===== config.mk =====
export PLATFORM = sky130hd
export DESIGN_NAME = pu_output_drain
export DESIGN_NICKNAME = d
export VERILOG_FILES = /design/src/rtl/pu_output_drain.sv
export SDC_FILE = /design/constraint.sdc
export NUM_CORES = 1
export LEC_CHECK = 0
export CAP_MARGIN = 0
export CORE_ASPECT_RATIO = 1.75
export CORE_MARGIN = 3
export CORE_UTILIZATION = 40
export CTS_CLUSTER_DIAMETER = 50
export DETAILED_ROUTE_END_ITERATION = 12
export PLACE_DENSITY = 0.7
export SLEW_MARGIN = 20
export SYNTH_ARGS = -nofsm -noshare
export SYNTH_HDL_FRONTEND = slang
export SYNTH_SLANG_ARGS = --single-unit

===== constraint.sdc =====
create_clock -name i_clock -period 6.8 [get_ports i_clock]
set_input_delay 1.36 -clock i_clock [delete_from_list [all_inputs] [get_ports i_clock]]
set_output_delay 1.36 -clock i_clock [all_outputs]
set_load 0.01 [all_outputs]

===== src/rtl/pu_output_drain.sv =====
// Walks the processing-unit output buffers (channel, row, column-word) and streams each word out
// over valid/ready with a linear address. Optional macro DRAIN_STALL_CNT_EN adds o_stall_cycles.
module pu_output_drain #(
  parameter int OUTPUT_CHANNEL  = 4,
  parameter int OUTPUT_HEIGHT   = 2,
  parameter int OUTPUT_WIDTH    = 4,
  parameter int OUTPUT_SRAM_LEN = 4,
  parameter int BIN_LEN         = 8,
  parameter int RD_LAT          = 1,
  localparam int CW = (OUTPUT_CHANNEL > 1) ? $clog2(OUTPUT_CHANNEL) : 1,
  localparam int HW = (OUTPUT_HEIGHT > 1) ? $clog2(OUTPUT_HEIGHT) : 1,
  localparam int WW = (OUTPUT_WIDTH > 1) ? $clog2(OUTPUT_WIDTH) : 1,
  localparam int DW = BIN_LEN * OUTPUT_SRAM_LEN
) (
  input  logic                      i_clock,
  input  logic                      i_reset,
  input  logic                      i_start,
  input  logic [CW-1:0]             i_oc_last,
  input  logic [31:0]               i_base_address,
  output logic [OUTPUT_CHANNEL-1:0] o_ob_r_enable,
  output logic [HW-1:0]             o_ob_sram_r_out,
  output logic [WW-1:0]             o_ob_sram_c_out,
  input  logic [DW-1:0]             i_ob_sram_out,
  output logic [DW-1:0]             o_out_data,
  output logic [31:0]               o_out_address,
  output logic                      o_out_valid,
  input  logic                      i_out_ready,
  output logic                      o_busy,
  output logic                      o_done
`ifdef DRAIN_STALL_CNT_EN
  ,
  output logic [31:0]               o_stall_cycles
`endif
);

  localparam int LW = (RD_LAT > 1) ? $clog2(RD_LAT) : 1;

  typedef enum logic [2:0] {S_IDLE, S_READ, S_CAPT, S_SEND, S_DONE} state_t;

  state_t        r_state, w_next;
  logic [CW-1:0] r_oc, r_oc_last;
  logic [HW-1:0] r_row;
  logic [WW-1:0] r_col;
  logic [LW-1:0] r_lat;
  logic [31:0]   r_base, r_idx;
  logic [DW-1:0] r_data;

  logic w_start_ok, w_hs, w_row_end, w_last, w_lat_end;

  // DONE also accepts a new start since busy is already low there.
  assign w_start_ok = i_start && (r_state == S_IDLE || r_state == S_DONE);
  assign w_hs       = (r_state == S_SEND) && i_out_ready;
  assign w_row_end  = (int'(r_col) + OUTPUT_SRAM_LEN >= OUTPUT_WIDTH);
  assign w_last     = (r_oc == r_oc_last) && (int'(r_row) == OUTPUT_HEIGHT - 1) && w_row_end;
  assign w_lat_end  = (int'(r_lat) == RD_LAT - 1);

  always_comb begin
    w_next = r_state;
    case (r_state)
      S_IDLE: if (w_start_ok) w_next = S_READ;
      S_READ: if (w_lat_end) w_next = S_CAPT;
      S_CAPT: w_next = S_SEND;
      S_SEND: if (i_out_ready) w_next = w_last ? S_DONE : S_READ;
      S_DONE: w_next = w_start_ok ? S_READ : S_IDLE;
      default: w_next = S_IDLE;
    endcase
  end

  always_ff @(posedge i_clock) begin
    if (i_reset) begin
      r_state   <= S_IDLE;
      r_oc      <= '0;
      r_oc_last <= '0;
      r_row     <= '0;
      r_col     <= '0;
      r_lat     <= '0;
      r_base    <= '0;
      r_idx     <= '0;
      r_data    <= '0;
    end else begin
      r_state <= w_next;
      if (w_start_ok) begin
        r_oc      <= '0;
        r_row     <= '0;
        r_col     <= '0;
        r_lat     <= '0;
        r_idx     <= '0;
        r_base    <= i_base_address;
        r_oc_last <= (int'(i_oc_last) > OUTPUT_CHANNEL - 1) ? CW'(OUTPUT_CHANNEL - 1) : i_oc_last;
      end
      if (r_state == S_READ) r_lat <= w_lat_end ? '0 : r_lat + LW'(1);
      if (r_state == S_CAPT) r_data <= i_ob_sram_out;
      // The last word leaves the counters on its own position so r/c outputs hold.
      if (w_hs && !w_last) begin
        r_idx <= r_idx + 32'd1;
        if (w_row_end) begin
          r_col <= '0;
          if (int'(r_row) == OUTPUT_HEIGHT - 1) begin
            r_row <= '0;
            r_oc  <= r_oc + CW'(1);
          end else begin
            r_row <= r_row + HW'(1);
          end
        end else begin
          r_col <= r_col + WW'(OUTPUT_SRAM_LEN);
        end
      end
    end
  end

`ifdef DRAIN_STALL_CNT_EN
  logic [31:0] r_stall;
  always_ff @(posedge i_clock) begin
    if (i_reset)
      r_stall <= '0;
    else if (w_start_ok)
      r_stall <= '0;
    else if (r_state == S_SEND && !i_out_ready && r_stall != 32'hFFFF_FFFF)
      r_stall <= r_stall + 32'd1;
  end
  assign o_stall_cycles = r_stall;
`endif

  assign o_ob_r_enable   = (r_state == S_READ) ? (OUTPUT_CHANNEL'(1) << r_oc) : '0;
  assign o_ob_sram_r_out = r_row;
  assign o_ob_sram_c_out = r_col;
  assign o_out_data      = r_data;
  assign o_out_address   = r_base + r_idx;
  assign o_out_valid     = (r_state == S_SEND);
  assign o_busy          = (r_state == S_READ) || (r_state == S_CAPT) || (r_state == S_SEND);
  assign o_done          = (r_state == S_DONE);

endmodule

# Word-level counts from Yosys, hierarchy flattened
# Cells that the tools add are included.
# Widths: inputs -> output; s select.
[word_totals]
reg_bits = 107
word_cells = 63
[classes]
shift = 1
n_eq_ne = 9
reduce_logical = 14
n_lt_le_gt_ge = 1
add_sub_neg = 6
n_mux = 23
[op_table]
columns = ["operator", "n"]
rows = [
  ["$mux 32", 2],
  ["$add 32x1->32 const B", 1],
  ["$add 32x32->32", 1],
  ["$pmux 3 s5", 1],
  ["$mux 2", 7],
  ["$mux 3", 4],
  ["$mux 1", 8],
  ["$eq 3x2->1 const B", 2],
  ["$ne 2x2->1 const B", 3],
  ["$logic_and 1x1->1", 5],
  ["$add 2x3->4 const B", 1],
  ["$ge 4x3->1 const B", 1],
  ["$mux 4", 1],
  ["$reduce_bool 2->1", 2],
  ["$shl 1x2->4 const A", 1],
  ["$eq 3x1->1 const B", 1],
  ["$eq 3x3->1 const B", 1],
  ["$logic_not 3->1", 1],
  ["$logic_or 1x1->1", 3],
  ["$reduce_and 3->1", 1],
  ["$add 1x1->1 const B", 2],
  ["$add 2x1->2 const B", 1],
  ["$eq 2x2->1", 1],
  ["$ne 2x1->1 const B", 1],
  ["2 further kinds", 2],
]

# Depth between registers and ports, before layout
# Gate-level depths: netlist (run 1).
[depth]
word_depth = 7
depth_mapped = 9
mapped_depth_nobuf = 9

# Worst setup path after synthesis (run 1)
# No wires, ideal clock.
[synth_timing]
kind = "flip-flop to output port"
start = "reg r_idx[0]"
end = "out o_out_address[22]"
arrival_time_ns = 2.429
stages_incl_launch_ff = 10
path_slack_ns = 3.011
n_path_buf = 0
path_cell_list = "dfxtp_1 ha_1 fa_1 a21oi_1 nand4b_1 a21o_1 a21boi_2 o311a_1 or4_1 o311ai_1"
[synth_between]
elab_chain_len = 1
[synth_rtl]
columns = ["element", "line", "source"]
rows = [
  ["from (decl)", "45", "logic [31:0] r_base, r_idx;"],
  ["from (signal assigned)", "95", "r_idx <= r_idx + 32'd1;"],
  ["$add 32x32->32", "128", "assign o_out_address = r_base + r_idx;"],
  ["to (decl)", "25", "output logic [31:0] o_out_address,"],
]
# No other way between the ends.

# Final worst setup path (run 1)
[layout_timing]
start = "reg r_idx[0]"
end = "out o_out_address[26]"
# Same word-level chain as after synthesis.

==> results of run 1 <==
==> per-stage QoR <==
stage / utilization / area [um^2] / instances / power, mW
floorplan: - / 5880 / 764 / 0.794
global placement: 0.515 / 7400 / 1051 / 0.918
detailed placement: 0.515 / 7400 / 1051 / 0.919
CTS: 0.535 / 7690 / 1067 / 1.44
global route: 0.535 / 7690 / 1067 / 1.49
finish: 0.535 / 7690 / 1067 / 1.42
==> kinds of logic after synthesis <==
group	after synthesis	synth area share
xor+xnor	41	0.0611
simple gates	336	0.264
other cells	1	0.000638
flops	104	0.354
compound gates	194	0.202
buf+inv	46	0.0309
fa+ha+maj	37	0.0800
mux	4	0.00766
==> registers in the layout, indices dropped and copies added (netlist names) <==
name	flops
o_ob_sram_r_out	1
o_out_data	32
r_idx	32
r_base	32
r_oc_last	2
r_oc	2
r_state	3
==> cells in the mapped netlist, types with 3 or more instances <==
library cell / number / area share
nand4b_1: 3 / 0.0045
clkbuf_1: 32 / 0.020
nand4_1: 9 / 0.0096
buf_1: 4 / 0.0026
o31ai_1: 6 / 0.0077
and4_1: 4 / 0.0060
o211ai_1: 4 / 0.0051
xnor2_1: 21 / 0.031
and3_1: 14 / 0.015
a31oi_1: 10 / 0.011
nor3_1: 10 / 0.0085
o21a_1: 3 / 0.0038
nand3_1: 35 / 0.030
nand2_1: 180 / 0.11
and2_1: 8 / 0.0085
or2_0: 4 / 0.0043
nand3b_1: 5 / 0.0064
xor2_1: 20 / 0.030
nor2_1: 43 / 0.027
inv_1: 7 / 0.0045
a21o_1: 13 / 0.017
o21ai_0: 13 / 0.011
dfxtp_1: 104 / 0.35
o21bai_1: 5 / 0.0064
mux2_1: 3 / 0.0057
ha_1: 36 / 0.077
a21oi_1: 109 / 0.093
a211oi_1: 3 / 0.0038
nand2b_1: 6 / 0.0064
==> final timing paths <==
| kind | from | to | slack [ns] | cells past startpoint |
|---|---|---|---|---|
| hold / removal | o_out_data[7] | o_out_data[7] | 0.45 | 2 |
| setup / recovery | r_idx[0] | o_out_address[26] | 1.85 | 10 |
| setup reg to reg | r_state[0] | r_idx[28] | 4.42 | 7 |
| hold reg to reg | o_out_data[7] | o_out_data[7] | 0.45 | 2 |
==> cell usage in the layout, fill, tap and decap left out, types with 3 or more instances in the layout <==
| cell | instances |
|---|---|
| xnor2_1 | 21 |
| a21oi_1 | 109 |
| and2_1 | 8 |
| nand2b_1 | 6 |
| mux2_1 | 3 |
| nand4b_1 | 3 |
| o31ai_1 | 6 |
| o21ai_0 | 13 |
| nand3b_1 | 5 |
| clkbuf_16 | 9 |
| o21bai_1 | 5 |
| ha_1 | 36 |
| a21o_1 | 13 |
| nor2_1 | 42 |
| and3_1 | 14 |
| nand4_1 | 9 |
| a211oi_1 | 3 |
| nor3_1 | 10 |
| and4_1 | 4 |
| a31oi_1 | 10 |
| nand3_1 | 35 |
| clkdlybuf4s50_1 | 140 |
| dfxtp_1 | 104 |
| buf_4 | 5 |
| o211ai_1 | 4 |
| inv_1 | 7 |
| xor2_1 | 20 |
| or2_0 | 4 |
| o21a_1 | 3 |
| inv_6 | 4 |
| nand2_1 | 180 |
==> routing by layer <==
metal  up-vias  GRT usage
met1      2616      0.210
li1       2910          -
met3        34     0.0361
met5         -          0
met4         0     0.0868
met2       142      0.365
==> critical path, cell delays in order (launching register included) <==
cell             delay, ns
dfxtp_1               0.35
ha_1                  0.23
fa_1                  0.41
a21oi_1               0.20
nand4b_1              0.19
a21o_1                0.17
a21boi_2              0.12
o311ai_0              0.61
a21oi_1               0.14
a311oi_1              0.24
clkdlybuf4s50_1       0.58
==> power by group through the flow <==
stage | clock network [mW] | registers (mW) | logic (mW)
final | 0.514 | 0.653 | 0.249
after global routing | 0.554 | 0.658 | 0.275
after CTS | 0.530 | 0.654 | 0.253
after detailed placement | 0 | 0.668 | 0.251
after global placement | 0 | 0.667 | 0.251
after floorplan | 0 | 0.670 | 0.124
==> final cells by class <==
cell class | instances | share of cell area
flip-flops and latches | 104 | 0.271
clock inverters | 7 | 0.00798
multi-input cells | 614 | 0.471
inverters | 7 | 0.00342
well taps | 180 | 0.0293
repair buffers | 146 | 0.188
clock buffers | 9 | 0.0293
==> impl_metrics.env, run 1 <==
export IMPL_crit_required_ns=5.44
export IMPL_p_int_mw=1.02
export IMPL_dr_first_iter_drc_count=217
export IMPL_cts_setup_buffers=0
export IMPL_switching_share=0.282
export IMPL_multi_input_area_mm2=0.00362
export IMPL_finalCritPeriodShare=0.728
export IMPL_synth_flop_cell="dfxtp_1"
export IMPL_yosysWarningCount=0
export IMPL_ir_worst_vdd_mv=0.110
export IMPL_synth_distinct_cells=65
export IMPL_layout_nets=989
export IMPL_status="finished clean"
export IMPL_async_reset_ff_frac=0
export IMPL_final_min_clock_period_ns=4.95
export IMPL_antenna_found_initial=0
export IMPL_grt_use_total=0.195
export IMPL_io_pins=144
export IMPL_ant_nets=0
export IMPL_drc=0
export IMPL_drv_cap=0
export IMPL_io_buffers=141
export IMPL_whs_ns=0.454
export IMPL_met2_length_um=8270
export IMPL_slew_headroom=0.314
export IMPL_fin_ws_ns=1.85
export IMPL_crit_type="register to output pin"
export IMPL_clock_fmax_mhz=202
export IMPL_hold_class="register to register"
export IMPL_vias_per_cell=5.34
export IMPL_ys_ff_latch=104
export IMPL_dieArea_mm2=0.0162
export IMPL_drive_above_1_share=0.0428
export IMPL_grt_max_degree=97
export IMPL_finalWirelength_um=15900
export IMPL_grt_remaining_overflow=0
export IMPL_wl_per_cell_um=14.9
export IMPL_leakagePower_nw=3.03
export IMPL_root_buffer="clkbuf_16"
export IMPL_dp_hpwl_um=11800
export IMPL_clock_sinks=104
export IMPL_via_count=5702
export IMPL_synth_edf_count=0
export IMPL_synth_area_mm2=0.00588
export IMPL_clkPwrFrac=0.363
export IMPL_worst_pin_slew_ns=1.03
export IMPL_power_per_cell_area_mw_per_mm2=184
export IMPL_insertedDiodeCount=0
export IMPL_clkTransAtPathRegs_ns=0.08
export IMPL_htree_levels=3
export IMPL_die_w_um=97.7
export IMPL_cts_buffer_depth=2
export IMPL_hold_viol_final=0
export IMPL_regArea_mm2=0.00208
export IMPL_clkLatencyLatePin_ns=0.35
export IMPL_p_comb_frac=0.176
export IMPL_initial_core_util=0.409
export IMPL_core_area_mm2=0.0144
export IMPL_final_max_slew_viol_count=0
export IMPL_pre_cts_ws_ns=2.24
export IMPL_cts_resized=0
export IMPL_fill_cells=1357
export IMPL_tns_ns=0
export IMPL_fp_dieH_um=166
export IMPL_globalplace_congestion=0.907
export IMPL_rows=58
export IMPL_synthCells=763
export IMPL_hold_buffers=0
export IMPL_p_sw_uw=399
export IMPL_tritoncts="built"
export IMPL_critPathArrivalTime_ns=3.59
export IMPL_grt_pass1_wl_um=26700
export IMPL_yosysSeqAreaShare=0.354
export IMPL_top_layer="met4"
export IMPL_worst_setup_path_start_kind="register"
export IMPL_syn_avg_cell_area_um2=7.71
export IMPL_p_seq_frac=0.462
export IMPL_end_kind="output pin"
export IMPL_cts_buffers=9
export IMPL_crit_fanout=4
export IMPL_grt_pass1_vias=5722
export IMPL_met1_length_um=6250
export IMPL_syn2layout_area_growth_pct=30.7
export IMPL_wl_met3_um=754
export IMPL_dr_pass1_iters=4
export IMPL_rsz0062_at_grt="false"
export IMPL_setup_viol=0
export IMPL_fin_skew_ns=0.00865
No activity file was read; power rests on OpenSTA's default activity.
==> run 2: changes to the inputs <==
- clock period: 6.8 -> 5 ns (I/O delays scaled with it)
==> run 2 against run 1 <==
  * Via count grew 0.19%
  * Non-clock buffer count grew 1
  * Flip-flop and latch count is the same
  * Cell area grew 0.11%
==> impl_metrics.env, run 2 (synthesized netlist as in run 1, its figures left out) <==
export IMPL_status="finished clean"
export IMPL_fp_dieH_um=166
export IMPL_die_w_um=97.7
export IMPL_grt_max_degree=52
export IMPL_tns_ns=0
export IMPL_layout_common_cells="180 x nand2_1, 140 x clkdlybuf4s50_1, 109 x a21oi_1"
export IMPL_clkTransAtPathRegs_ns=0.07
export IMPL_root_buffer="clkbuf_16"
export IMPL_dieArea_mm2=0.0162
export IMPL_hold_viol_final=0
export IMPL_tritoncts="built"
export IMPL_antenna_found_initial=0
export IMPL_final_max_slew_viol_count=0
export IMPL_fin_skew_ns=0.00856
export IMPL_via_count=5713
export IMPL_worst_pin_slew_ns=0.953
export IMPL_crit_required_ns=4.00
export IMPL_ir_worst_vdd_mv=0.168
export IMPL_grt_pass1_vias=5608
export IMPL_syn2layout_area_growth_pct=30.9
export IMPL_hold_class="register to register"
export IMPL_cpPeakStageDelay_ns=0.58
export IMPL_setup_viol=0
export IMPL_clock_fmax_mhz=221
export IMPL_finalCritPeriodShare=0.905
export IMPL_crit_slowest_cell="clkdlybuf4s50_1"
export IMPL_insertedDiodeCount=0
export IMPL_globalplace_congestion=0.878
export IMPL_critPathArrivalTime_ns=3.52
export IMPL_vias_per_cell=5.35
export IMPL_io_pins=144
export IMPL_rows=58
export IMPL_slew_headroom=0.365
export IMPL_power_mw=1.93
export IMPL_pre_cts_ws_ns=0.854
export IMPL_grt_remaining_overflow=0
export IMPL_crit_fanout=4
export IMPL_cp_buffers_inverters=1
export IMPL_drv_cap=0
export IMPL_end_kind="output pin"
export IMPL_clkLatencyLatePin_ns=0.35
export IMPL_rsz0062_at_grt="false"
export IMPL_fin_ws_ns=0.477
export IMPL_grt_pass1_wl_um=26000
export IMPL_hold_buffers=0
export IMPL_dr_pass1_iters=4
export IMPL_worst_setup_path_start_kind="register"
export IMPL_finalWirelength_um=15900
export IMPL_final_min_clock_period_ns=4.52
export IMPL_dp_cells=1052
export IMPL_htree_levels=3
export IMPL_instances_no_fill=1068
export IMPL_cts_buffers=9
export IMPL_design_area_mm2=0.00770
export IMPL_leakagePower_nw=3.04
export IMPL_core_area_mm2=0.0144
export IMPL_final_common_cell="nand2_1"
export IMPL_drive_above_1_share=0.0439
export IMPL_initial_core_util=0.409
export IMPL_placed_cell_area_mm2=0.00741
export IMPL_ant_nets=0
export IMPL_layout_nets=990
export IMPL_cpLargestDelayFamily="compound AO/OA/AOI/OAI gates"
export IMPL_crit_chain="ha_1 -> fa_1 -> a21oi_1 -> nand4b_1 -> a21o_1 -> a21boi_2 -> o311a_1 -> or4_1 -> o311ai_1 -> clkdlybuf4s50_1"
export IMPL_dp_hpwl_um=12000
export IMPL_cts_setup_buffers=0
export IMPL_dr_first_iter_drc_count=229
export IMPL_cts_buffer_depth=2
export IMPL_io_buffers=141
export IMPL_drc=0
export IMPL_clock_sinks=104
export IMPL_power_per_cell_area_mw_per_mm2=250
export IMPL_wl_per_cell_um=14.9
export IMPL_crit_type="register to output pin"
export IMPL_cts_resized=0
export IMPL_grt_use_total=0.193
-- run 2: cell types whose count changed in the layout (fill, tap and decap cells not counted) --
cell,before,now
clkinv_4,0,2
clkinvlp_4,2,1
inv_6,4,3
buf_4,5,6
-- run 2: report_power, final --
group	total, mW	internal, mW	switching, mW
logic	0.340	0.168	0.172
registers	0.890	0.866	0.0237
clock network	0.697	0.349	0.347
-- run 2: worst register-to-register path, cell delays in order, from the launching register on --
cell,delay [ns]
dfxtp_1,0.44
nand4b_1,0.22
a31oi_4,0.42
nand3_2,0.20
nor4_4,0.47
nand4_1,0.16
mux2_1,0.34
nor2_1,0.08
-- run 2: worst paths after layout --
| check | from | to | slack (ns) | cells past startpoint |
|---|---|---|---|---|
| min reg2reg | o_out_data[21] | o_out_data[21] | 0.45 | 2 |
| max reg2reg | r_state[0] | r_idx[23] | 2.62 | 7 |
| min | o_out_data[21] | o_out_data[21] | 0.45 | 2 |
| max | r_idx[0] | o_out_address[22] | 0.48 | 10 |
-- run 2: area by class of cell --
type / count / area, um^2
Clock inverter: 7 / 62.6
Inverter: 7 / 26.3
Timing Repair Buffer: 147 / 1450
Clock buffer: 9 / 225
Fill cell: 1365 / 6670
Sequential cell: 104 / 2080
Tap cell: 180 / 225
Multi-Input combinational cell: 614 / 3620
-- run 2: layer usage --
metal	share of wire	vias to the layer above	global-route usage	routed length (um)
met4	0.047	0	0.107	750
li1	-	2919	-	-
met1	0.38	2591	0.200	6080
met5	0	-	0	0
met3	0.051	45	0.0370	809
met2	0.52	158	0.356	8240
-- run 2: metrics by stage --
step / util / hold WS [ns]
after detailed placement: 0.516 / 0.447
after CTS: 0.536 / 0.455
after floorplan: - / 0.441
final: 0.536 / 0.454
after global placement: 0.516 / 0.441
after global routing: 0.536 / 0.474
